--- src/rtl/serial_operand_feeder.sv ---
// Serialises an operand pair MSB-first into a bit-serial comparator,
// clearing it first and holding its result window afterwards.
module serial_operand_feeder #(
  parameter int WIDTH       = 8,
  parameter int DONE_CYCLES = 2
) (
  input  logic             clk,
  input  logic             rst,
  input  logic             start,
  input  logic [WIDTH-1:0] in_a,
  input  logic [WIDTH-1:0] in_b,
  output logic             ready,
  output logic             a_bit,
  output logic             b_bit,
  output logic             bit_valid,
  output logic             cmp_rst,
  output logic             op,
  output logic             done
);

  localparam int CW = $clog2(WIDTH) + 1;
  localparam logic [CW-1:0] BIT_INIT = CW'(WIDTH - 1);
  localparam logic [3:0] HOLD_INIT = 4'(DONE_CYCLES - 1);

  typedef enum logic [1:0] {
    S_IDLE,
    S_CLEAR,
    S_SHIFT,
    S_HOLD
  } state_t;

  state_t r_state;
  state_t w_next;

  logic [WIDTH-1:0] r_sa;
  logic [WIDTH-1:0] r_sb;
  logic [CW-1:0]    r_bit_cnt;
  logic [3:0]       r_hold_cnt;

  logic w_bit_last;
  logic w_hold_last;

  assign w_bit_last  = (r_bit_cnt == '0);
  assign w_hold_last = (r_hold_cnt == '0);

  always_ff @(posedge clk) begin
    if (rst) begin
      r_state <= S_IDLE;
    end else begin
      r_state <= w_next;
    end
  end

  // Outputs depend on registered state only, never on inputs.
  always_comb begin
    w_next    = r_state;
    ready     = 1'b0;
    op        = 1'b1;
    cmp_rst   = 1'b0;
    bit_valid = 1'b0;
    done      = 1'b0;
    a_bit     = 1'b0;
    b_bit     = 1'b0;
    unique case (r_state)
      S_IDLE: begin
        ready = 1'b1;
        if (start) begin
          w_next = S_CLEAR;
        end
      end
      S_CLEAR: begin
        cmp_rst = 1'b1;
        w_next  = S_SHIFT;
      end
      S_SHIFT: begin
        bit_valid = 1'b1;
        a_bit     = r_sa[WIDTH-1];
        b_bit     = r_sb[WIDTH-1];
        if (w_bit_last) begin
          w_next = S_HOLD;
        end
      end
      S_HOLD: begin
        op   = 1'b0;
        done = 1'b1;
        if (w_hold_last) begin
          w_next = S_IDLE;
        end
      end
    endcase
  end

  always_ff @(posedge clk) begin
    if (rst) begin
      r_sa       <= '0;
      r_sb       <= '0;
      r_bit_cnt  <= '0;
      r_hold_cnt <= '0;
    end else begin
      unique case (r_state)
        S_IDLE: begin
          if (start) begin
            r_sa <= in_a;
            r_sb <= in_b;
          end
        end
        S_CLEAR: begin
          r_bit_cnt <= BIT_INIT;
        end
        S_SHIFT: begin
          r_sa <= r_sa << 1;
          r_sb <= r_sb << 1;
          // Counters saturate at zero rather than wrap.
          if (!w_bit_last) begin
            r_bit_cnt <= r_bit_cnt - 1'b1;
          end else begin
            r_hold_cnt <= HOLD_INIT;
          end
        end
        S_HOLD: begin
          if (!w_hold_last) begin
            r_hold_cnt <= r_hold_cnt - 1'b1;
          end
        end
      endcase
    end
  end

endmodule
--- config.mk ---
export PLATFORM = sky130hd
export DESIGN_NAME = serial_operand_feeder
export DESIGN_NICKNAME = d
export VERILOG_FILES = /design/src/rtl/serial_operand_feeder.sv
export SDC_FILE = /design/constraint.sdc
export NUM_CORES = 1
export LEC_CHECK = 0
export ABC_AREA = 1
export CORE_MARGIN = 2
export CORE_UTILIZATION = 30
export DETAILED_ROUTE_END_ITERATION = 10
export HOLD_SLACK_MARGIN = 0.08
export SLEW_MARGIN = 20
export SYNTH_ARGS = -nofsm -noshare
export SYNTH_HDL_FRONTEND = slang
export SYNTH_SLANG_ARGS = --single-unit
--- constraint.sdc ---
create_clock -name clk -period 1.9 [get_ports clk]
set_clock_uncertainty 0.2 [all_clocks]
set_input_delay 0.19 -clock clk [delete_from_list [all_inputs] [get_ports clk]]
set_output_delay 0.19 -clock clk [all_outputs]
set_load 0.05 [all_outputs]
# ---- Word-level counts from Yosys, hierarchy flattened
# Cells that the tools add are included.
dict set report totals {
  ff_bits 26
  inputBits 19
  out_inout_bits 7
  word_cells 45
}
dict set report op_classes {
  add_sub_neg 2
  n_eq_ne 8
  n_mux 20
  reduce_logical 10
}
# op n
set ops {}
lappend ops {{$pmux 8 s2} 2}
lappend ops {{$mux 8} 2}
lappend ops {{$pmux 4 s2} 2}
lappend ops {{$mux 4} 3}
lappend ops {{$ne 2x2->1 const B} 5}
lappend ops {{$logic_not 4->1} 2}
lappend ops {{$pmux 2 s4} 1}
lappend ops {{$sub 4x1->4 const B} 2}
lappend ops {{$mux 1} 7}
lappend ops {{$mux 2} 3}
lappend ops {{$reduce_and 3->1} 2}
lappend ops {{$reduce_bool 2->1} 3}
lappend ops {{$eq 2x2->1 const B} 2}
lappend ops {{$reduce_and 2->1} 2}
lappend ops {{$eq 2x1->1 const B} 1}
lappend ops {{$logic_not 2->1} 1}

# ---- Logic depth before layout (Yosys ltp)
# Gate-level depths: netlist of run 1.
dict set report depth {
  ltp_word 3
  mapped_depth 8
  mapped_depth_nobuf 8
}

# ---- Worst setup path before layout of run 1
# No wires, ideal clock.
dict set report synth_path {
  path_type {register to output}
  startpoint {reg r_state[0]}
  endpoint {out a_bit}
  t_arrival_ns 1.698
  t_required_ns 1.510
  setup_slack_ns -0.188
  path_stages_with_launch 7
  path_buffers 2
  cell_sequence {dfxtp_1 > inv_1 > ha_1 > buf_4 > buf_4 > nand2_1 > inv_1}
}
dict set report synth_via {
  elab_chain_len 2
}
# element line_no
set synth_rtl {}
lappend synth_rtl {{start, declared} 32} ;# state_t r_state;
lappend synth_rtl {{start signal, assigned} 50} ;# r_state <= w_next;
lappend synth_rtl {{$eq 2x2->1} 64} ;# unique case (r_state)
lappend synth_rtl {{$mux 1} 64}
lappend synth_rtl {{end, declared} 13} ;# output logic a_bit,
# Every way passes these cells.

# ---- Final worst setup path of run 1
dict set report layout_path {
  startpoint {reg r_state[0]}
  endpoint {out b_bit}
}
dict set report layout_via {
  elab_chain_len 2
}
# element line_no
set layout_rtl {}
lappend layout_rtl {{$eq 2x2->1} 64}
lappend layout_rtl {{$mux 1} 64}
lappend layout_rtl {{end, declared} 14} ;# output logic b_bit,
# Every way passes these cells.

==> results.yml, run 1 <==
clocking:
  clkTransAtPathRegs_ns: 0.09
  cts_tree: "built"
  clkLatencyLatePin_ns: 0.27
  post_cts_buffers: 0
  cts_buffers: 3
  clockRootBuffer: "clkbuf_8"
  cts.path.max_buffers: 2
  htree_levels: 1
  clkSinkCount: 26
  cts_hold_buffers: 0
timing:
  whs_ns: 0.2752
  period_share_pct: 95.47
  slew_headroom_pct: 73.16
  worstMarginPinSlew_ns: 0.4016
  hold_viol_final: 0
  rsz0062_at_grt: "false"
  setup_ws_ns: 0.08602
  period_needed_ns: 1.814
  finalSetupViolCount: 0
  fmax_mhz: 551.3
  finalMaxSlewViolations: 0
placed_design:
  gp_congestion: 0.7879
  portBuffers: 25
  place_ws_ns: -0.01275
  hpwl_um: 2078
drt:
  wl_um: 3005
  wl_per_cell_um: 11.25
  drc_errors: 0
  vias: 1272
  routed_via_density: 4.764
  drtIter0Drc: 99
  drtPass1Iterations: 4
  drt.antenna.violating_nets: 0
logic_synthesis:
  postSynthCellCount: 190
  postSynthAreaPerCell_um2: 7.132
  ys_warn_count: 0
  ys_types: 22
  yosysSeqAreaShare_pct: 38.41
  synth_area_mm2: 0.001355
  syn_nets: 216
  synth_seq_cells: 26
setup_path:
  crit_slowest_cell: "dfxtp_2"
  cp.required_ns: 1.51
  path_cells: "inv_1 > ha_2 > buf_12 > nand2_1 > clkinvlp_4 > buf_12"
  max_stage_delay_ns: 0.35
  crit_type: "reg2out"
  cp-start-kind: "register"
  crit_path_end_kind: "primary output"
  crit_buf_inv: 4
  crit_top_cell: "buf_12"
  critPathMaxFanout: 21
  critPathArrivalTime_ns: 1.42
  crit_family: "buffers and inverters"
final_layout:
  final_net_count: 242
  regArea_um2: 521.8
  fillers: 435
  multi_input_area_um2: 729.5
  syn_to_final_growth_pct: 33.89
  n_antenna_cell: 0
  final_layout_size_suffix_gt1_share_pct: 14.88
floorplan:
  die-area_mm2: 0.005070
  num_rows: 24
  start_util_pct: 31.12
  core_area_mm2: 0.004354
  io_pins: 26
  die_y_um: 71.21
  die_w_um: 71.21
global_route:
  grt_usage_pct: 12.77
  gr-total-overflow: 0
  first_global_vias: 1211
  grt_pass1_wl_um: 5257
  grt_max_degree: 22
  antenna_found_initial: 0
status:
  outcome: "finished clean"
power:
  powerDensity_mw_per_mm2: 1777
  power_leakage_nw: 0.7618
  fin_total_pwr_w: 0.003225
  vdd_ir_drop_max_mv: 0.8050
worst_hold_path:
  hp-class: "reg2reg"
run:
  cap_violations: 0
## final cells by class
class	count	area share, %
repair buffers	28	19.59
clock inverters	1	1.655
flip-flops and latches	26	28.76
multi-input cells	140	40.21
clock buffers	3	2.276
inverters	17	3.931
well taps	52	3.586
## report_power, final
part           switching, W  total [W]  internal (W)
registers          0.000130   0.000915      0.000785
logic               0.00114    0.00185      0.000715
clock network      0.000175   0.000457      0.000282
total               0.00144    0.00322       0.00178
## stage by stage
stage	setup TNS, ns	util [%]	instances	area, µm²
6_report	0	41.67	267	1814
3_3_place_gp	0	39.34	262	1713
2_1_floorplan	0	-	190	1365
3_5_place_dp	-0.02257	39.34	262	1713
4_1_cts	0	41.32	267	1799
5_1_grt	0	41.67	267	1814
## timing repair
action | in CTS | in global routing
pin swaps | 1 | 1
endpoints found under the hold margin | 0 | 0
setup endpoints to repair | 6 | 11
resized for setup | 2 | 5
cloned | 1 | 0
## registers in the layout, indices dropped and copies added, names as in the netlist
| signal | count |
|---|---|
| r_hold_cnt | 4 |
| r_sb | 8 |
| r_state | 2 |
| r_bit_cnt | 4 |
| r_sa | 8 |
## worst paths after layout
check | startpoint | end | slack (ns) | cells past startpoint
min reg2reg | r_sb[0]$_SDFFE_PP0P_ | r_sb[0]$_SDFFE_PP0P_ | 0.28 | 2
max | r_state[0]$_SDFFE_PP0P_ | b_bit | 0.09 | 6
min | r_sb[0]$_SDFFE_PP0P_ | r_sb[0]$_SDFFE_PP0P_ | 0.28 | 2
max reg2reg | r_state[1]$_SDFFE_PP0P_ | r_sa[0]$_SDFFE_PP0P_ | 0.18 | 8
## synth_stat cells
| cell | instances | area (µm²) |
|---|---|---|
| o21ai_2 | 2 | 17.52 |
| nand3_2 | 3 | 30.03 |
| inv_1 | 14 | 52.55 |
| nand3_1 | 7 | 35.03 |
| buf_6 | 2 | 22.52 |
| buf_2 | 3 | 15.01 |
| nor3_1 | 1 | 5.000 |
| nand3b_1 | 1 | 7.510 |
| nand2_4 | 1 | 11.26 |
| a21oi_1 | 9 | 45.04 |
| nand2_2 | 1 | 6.260 |
| a31oi_1 | 14 | 87.58 |
| o21ai_1 | 12 | 60.06 |
| nand2_1 | 61 | 229.0 |
| o21ai_0 | 1 | 5.000 |
| inv_2 | 3 | 11.26 |
| nor2_1 | 16 | 60.06 |
| or2_1 | 2 | 12.51 |
| nor2_4 | 1 | 11.26 |
| ha_1 | 7 | 87.58 |
| dfxtp_1 | 26 | 520.5 |
| buf_4 | 3 | 22.52 |
## metal layers
layer	up-vias	track usage, %	part of all wire [%]
li1	672	-	-
met1	583	16.32	50
met2	15	21.71	46
met3	2	2.564	2.9
met4	0	3.774	0.97
met5	-	0	0
## kinds of logic after synthesis
family | Yosys count | synth area share (%)
compound gates | 38 | 15.88
buf+inv | 25 | 9.141
simple gates | 94 | 30.10
flops | 26 | 38.41
fa+ha+maj | 7 | 6.463
## cell usage in the layout (no fill, tap or decap)
master / n
dfxtp_2: 1
nor2_4: 2
a31oi_1: 14
nand3b_1: 1
ha_2: 1
nand3_1: 7
nor2_1: 14
or2_1: 2
nand2_2: 1
inv_1: 12
nand2_1: 61
dfxtp_1: 25
bufinv_16: 1
clkbuf_8: 3
o21ai_0: 1
clkinvlp_4: 2
nor3_1: 1
clkdlybuf4s50_1: 18
o21ai_1: 12
a21oi_1: 9
nand3_2: 3
inv_2: 3
nand2_4: 1
buf_12: 8
ha_1: 6
nor2_2: 2
buf_4: 2
o21ai_2: 2
## worst reg2reg max path, stage by stage (launching register included)
cell and delay [ns]:
dfxtp_1 0.37, inv_1 0.08, ha_1 0.25, inv_1 0.09, nor2_2 0.07, nor2_4 0.33
inv_1 0.11, nand2_1 0.07, a21oi_1 0.06
Note: power is estimated with default switching activity, not from simulation.
==> inputs of run 2 (changes only) <==
Settings changed: CORE_ASPECT_RATIO from default to 0.75.
==> run 2 against run 1 <==
  * Critical path depth did not move
  * Critical endpoint is now a_bit
  * Combinational power grew 5%
  * Core utilization is 0.085 points higher
  * Total power increased by 3.0%
  * Setup slack worse by 0.021 ns
  * Die area rose by 0.12%
  * First-iteration DRC count shrank 29%
  * Wire length grew 2.4%
==> results.yml, run 2 (synthesis gave the netlist of run 1 again) <==
setup_path:
  crit_end: "a_bit"
  crit_start: "r_state[0]$_SDFFE_PP0P_"
  reg2reg_from: "r_state[1]$_SDFFE_PP0P_"
  reg2reg_slack_ns: 0.15
  r2r_cells: 9
  cp.required_ns: 1.51
  critPathArrivalTime_ns: 1.45
  crit_path_end_kind: "primary output"
  cp-start-kind: "register"
  critPathMaxFanout: 21
  crit_type: "reg2out"
  regToRegEndpoint: "r_sa[0]$_SDFFE_PP0P_"
drt:
  routed_via_density: 4.553
  vias: 1243
  wl_per_cell_um: 11.27
  wl_um: 3076
  drt.antenna.violating_nets: 0
  drc_errors: 0
  drtPass1Iterations: 4
  drtIter0Drc: 70
clocking:
  clkTransAtPathRegs_ns: 0.09
  clkSinkCount: 26
  clockRootBuffer: "clkbuf_8"
  cts_tree: "built"
  cts_buffers: 3
  htree_levels: 1
  cts.path.max_buffers: 2
  clkLatencyLatePin_ns: 0.28
  cts_hold_buffers: 0
final_layout:
  fillers: 446
  layout_commonest_cell: "nand2_1"
  multi_input_area_um2: 732.0
  final_net_count: 243
  layout_common_cells: "nand2_1 (60), dfxtp_1 (25), clkdlybuf4s50_1 (18), a31oi_1 (14), nor2_1 (14)"
  final_util_pct: 41.75
  final_layout_size_suffix_gt1_share_pct: 15.74
  reg.largest.list: "r_sa (8), r_sb (8)"
  syn_to_final_growth_pct: 36.01
  regArea_um2: 521.8
  n_antenna_cell: 0
placed_design:
  place_ws_ns: -0.04047
  portBuffers: 25
  gp_congestion: 0.7652
  hpwl_um: 2067
power:
  fin_total_pwr_w: 0.003323
  vdd_ir_drop_max_mv: 0.7262
  power_leakage_nw: 0.7719
  powerDensity_mw_per_mm2: 1803
timing:
  rsz0062_at_grt: "false"
  hold_viol_final: 0
  finalSetupViolCount: 0
  finalMaxSlewViolations: 0
  setup_ws_ns: 0.06480
  fin_setup_tns_ns: 0
  fmax_mhz: 544.9
  period_needed_ns: 1.835
  slew_headroom_pct: 74.99
  period_share_pct: 96.59
  worstMarginPinSlew_ns: 0.3743
floorplan:
  start_util_pct: 30.70
  die_y_um: 62.21
  num_rows: 21
  die_w_um: 81.61
  core_area_mm2: 0.004414
  die-area_mm2: 0.005076
  io_pins: 26
global_route:
  grt_max_degree: 22
  grt_pass1_wl_um: 5050
  grt_usage_pct: 12.62
  antenna_found_initial: 0
  gr-total-overflow: 0
  first_global_vias: 1101
status:
  outcome: "finished clean"
worst_hold_path:
  hp-class: "reg2reg"
run:
  cap_violations: 0
==> run 2: changes by cell type in the layout (fill, tap and decap cells not counted) <==
cell,change
nand2_2,+1
nand2_1,-1
buf_12,+1
==> run 2: final cells by class <==
| type | instances | area share (%) |
|---|---|---|
| clock inverters | 1 | 1.629 |
| clock buffers | 3 | 2.240 |
| flip-flops and latches | 26 | 28.31 |
| inverters | 17 | 3.870 |
| repair buffers | 29 | 20.37 |
| well taps | 57 | 3.870 |
| multi-input cells | 140 | 39.71 |
==> run 2: how the worst min path moves through the flow <==
stage                         start                   end  slack (ns)  cells past startpoint
2_1_floorplan               in_a[0]  r_sa[0]$_SDFFE_PP0P_        0.13                      2
3_3_place_gp   r_sb[5]$_SDFFE_PP0P_  r_sb[6]$_SDFFE_PP0P_        0.26                      2
3_5_place_dp   r_sa[1]$_SDFFE_PP0P_  r_sa[2]$_SDFFE_PP0P_        0.26                      2
4_1_cts        r_sa[1]$_SDFFE_PP0P_  r_sa[2]$_SDFFE_PP0P_        0.27                      2
5_1_grt                     in_b[2]  r_sb[2]$_SDFFE_PP0P_        0.28                      3
6_report       r_sa[1]$_SDFFE_PP0P_  r_sa[2]$_SDFFE_PP0P_        0.27                      2
==> run 2: where the power goes <==
group	internal, W	switching, W
Sequential	0.000785	0.000133
Combinational	0.000780	0.00116
Clock	0.000282	0.000182
==> run 2: timing repair <==
| action | 4_1_cts | 5_1_grt |
|---|---|---|
| setup buffers | 0 | 1 |
| cloned | 1 | 0 |
| setup endpoints to repair | 13 | 18 |
| gates resized for setup | 1 | 7 |
| pin swaps | 1 | 1 |
==> run 2: through the flow <==
| step | instances | area, µm² | hold WS [ns] |
|---|---|---|---|
| 4_1_cts | 272 | 1800 | 0.2696 |
| 3_5_place_dp | 267 | 1719 | 0.2587 |
| 3_3_place_gp | 267 | 1719 | 0.2577 |
| 6_report | 273 | 1843 | 0.2690 |
| 5_1_grt | 273 | 1843 | 0.2763 |
| 2_1_floorplan | 190 | 1365 | 0.1344 |
==> run 2: worst max-delay path, cell delays in order (launching register included) <==
cell,delay (ns)
dfxtp_2,0.35
inv_1,0.07
ha_2,0.21
buf_12,0.16
nand2_1,0.11
clkinvlp_4,0.11
buf_12,0.15
==> run 2: routing by layer <==
layer / wire length (µm) / GRT usage [%] / up-vias
met4: 12 / 3.125 / 0
met1: 1612 / 17.73 / 553
li1: - / - / 669
met3: 136 / 3.924 / 3
met2: 1315 / 18.75 / 18
met5: 0 / 0 / -
==> inputs of run 3 (changes only) <==
Settings changed: CORE_MARGIN 2 to default.
Clock period 1.9 ns to 2.1 ns, I/O delays scaled along.
==> run 3 against run 2 <==
  * Flip-flop and latch count stayed put
  * Critical path depth increased by 1
  * Worst hold slack better by 0.011 ns
  * Critical endpoint is now r_sb[7]$_SDFFE_PP0P_
  * Combinational power is 18% lower
  * Clock-buffer cell count unchanged
  * Largest cell class unchanged
==> results.yml, run 3 (synthesis gave the netlist of run 1 again) <==
status:
  outcome: "finished clean"
floorplan:
  die-area_mm2: 0.004793
  core_area_mm2: 0.004179
  start_util_pct: 32.43
  die_y_um: 60.21
  die_w_um: 79.61
  io_pins: 26
  num_rows: 20
drt:
  routed_via_density: 4.544
  wl_per_cell_um: 11.18
  drt.antenna.violating_nets: 0
  drc_errors: 0
  drtPass1Iterations: 4
  wl_um: 3040
  drtIter0Drc: 91
  vias: 1236
timing:
  fin_setup_tns_ns: 0
  finalMaxSlewViolations: 0
  whs_ns: 0.2798
  period_share_pct: 84.29
  period_needed_ns: 1.770
  slew_headroom_pct: 76.70
  fmax_mhz: 564.9
  finalSetupViolCount: 0
  rsz0062_at_grt: "false"
  worstMarginPinSlew_ns: 0.3490
  hold_viol_final: 0
setup_path:
  reg2reg_slack_ns: 0.33
  crit_type: "reg2reg"
  cp-start-kind: "register"
  crit_path_end_kind: "register"
  cp.required_ns: 2.10
  critPathMaxFanout: 9
  critPathArrivalTime_ns: 1.78
run:
  cap_violations: 0
placed_design:
  gp_congestion: 0.7489
  portBuffers: 25
  hpwl_um: 2246
global_route:
  grt_pass1_wl_um: 5319
  antenna_found_initial: 0
  first_global_vias: 1125
  grt_max_degree: 20
  grt_usage_pct: 14.65
  gr-total-overflow: 0
final_layout:
  n_antenna_cell: 0
  final_layout_size_suffix_gt1_share_pct: 13.36
  final_net_count: 244
  layout_common_cells: "nand2_1 (61), dfxtp_1 (26), clkdlybuf4s50_1 (18), nor2_1 (16)"
  layout_commonest_cell: "nand2_1"
  syn_to_final_growth_pct: 30.29
  reg.largest.list: "r_sa (8), r_sb (8)"
power:
  powerDensity_mw_per_mm2: 1607
  vdd_ir_drop_max_mv: 0.5625
  power_leakage_nw: 0.7766
clocking:
  cts_hold_buffers: 0
  clkSinkCount: 26
  htree_levels: 1
  clkTransAtPathRegs_ns: 0.09
  clkLatencyLatePin_ns: 0.27
  ctsResizeCount: 0
  cts_buffers: 3
  clockRootBuffer: "clkbuf_8"
  cts_tree: "built"
  post_cts_buffers: 0
  cts.path.max_buffers: 2
worst_hold_path:
  hp-class: "reg2reg"
[run 3: cell count changes in the layout (fill, tap and decap cells not counted), sizes merged]
cell / change
buf: +2
clkinvlp: -2
inv: +2
nor2: -1
[run 3: path summary, 6_finish.rpt]
path                                 from              endpoint  cells past startpoint
hold reg to reg      r_sa[4]$_SDFFE_PP0P_  r_sa[5]$_SDFFE_PP0P_                      2
setup / recovery  r_state[0]$_SDFFE_PP0P_  r_sb[7]$_SDFFE_PP0P_                      7
setup reg to reg  r_state[0]$_SDFFE_PP0P_  r_sb[7]$_SDFFE_PP0P_                      7
hold / removal       r_sa[4]$_SDFFE_PP0P_  r_sa[5]$_SDFFE_PP0P_                      2
[run 3: stage by stage]
stage	cell area (µm²)	cells	util [%]	total power, W	setup slack, ns
final	1765	272	42.25	0.002837	0.3298
after global routing	1765	272	42.25	0.003112	0.1573
after CTS	1765	272	42.25	0.002858	0.3174
after detailed placement	1694	268	40.54	0.002429	0.3446
after global placement	1694	268	40.54	0.002418	0.4095
after floorplan	1358	190	-	0.002045	0.1782
[run 3: metal layers]
| metal | track usage (%) | wire length, µm | vias up |
|---|---|---|---|
| li1 | - | - | 672 |
| met1 | 20.89 | 1668 | 539 |
| met2 | 21.98 | 1225 | 23 |
| met3 | 3.817 | 119 | 2 |
| met4 | 3.117 | 27 | 0 |
| met5 | 0 | 0 | - |
[run 3: power breakdown]
part / internal [W] / switching (W) / total, W
Sequential: 0.000708 / 0.000125 / 0.000833
Clock: 0.000255 / 0.000164 / 0.000419
Combinational: 0.000617 / 0.000968 / 0.00159
Total: 0.00158 / 0.00126 / 0.00284
[run 3: layout make-up]
class	count	area, µm²
fillers	424	2414
multi-input cells	139	713.2
flip-flops and latches	26	520.5
repair buffers	31	327.8
well taps	55	68.82
inverters	17	63.81
clock buffers	3	41.29
clock inverters	1	30.03
[run 3: worst max-delay path, stage by stage (launching register included)]
cell and delay, ns:
dfxtp_1 0.34, inv_1 0.10, ha_2 0.28, nor2_1 0.11
nor2_4 0.26, buf_4 0.21, o21ai_1 0.06, a31oi_1 0.14
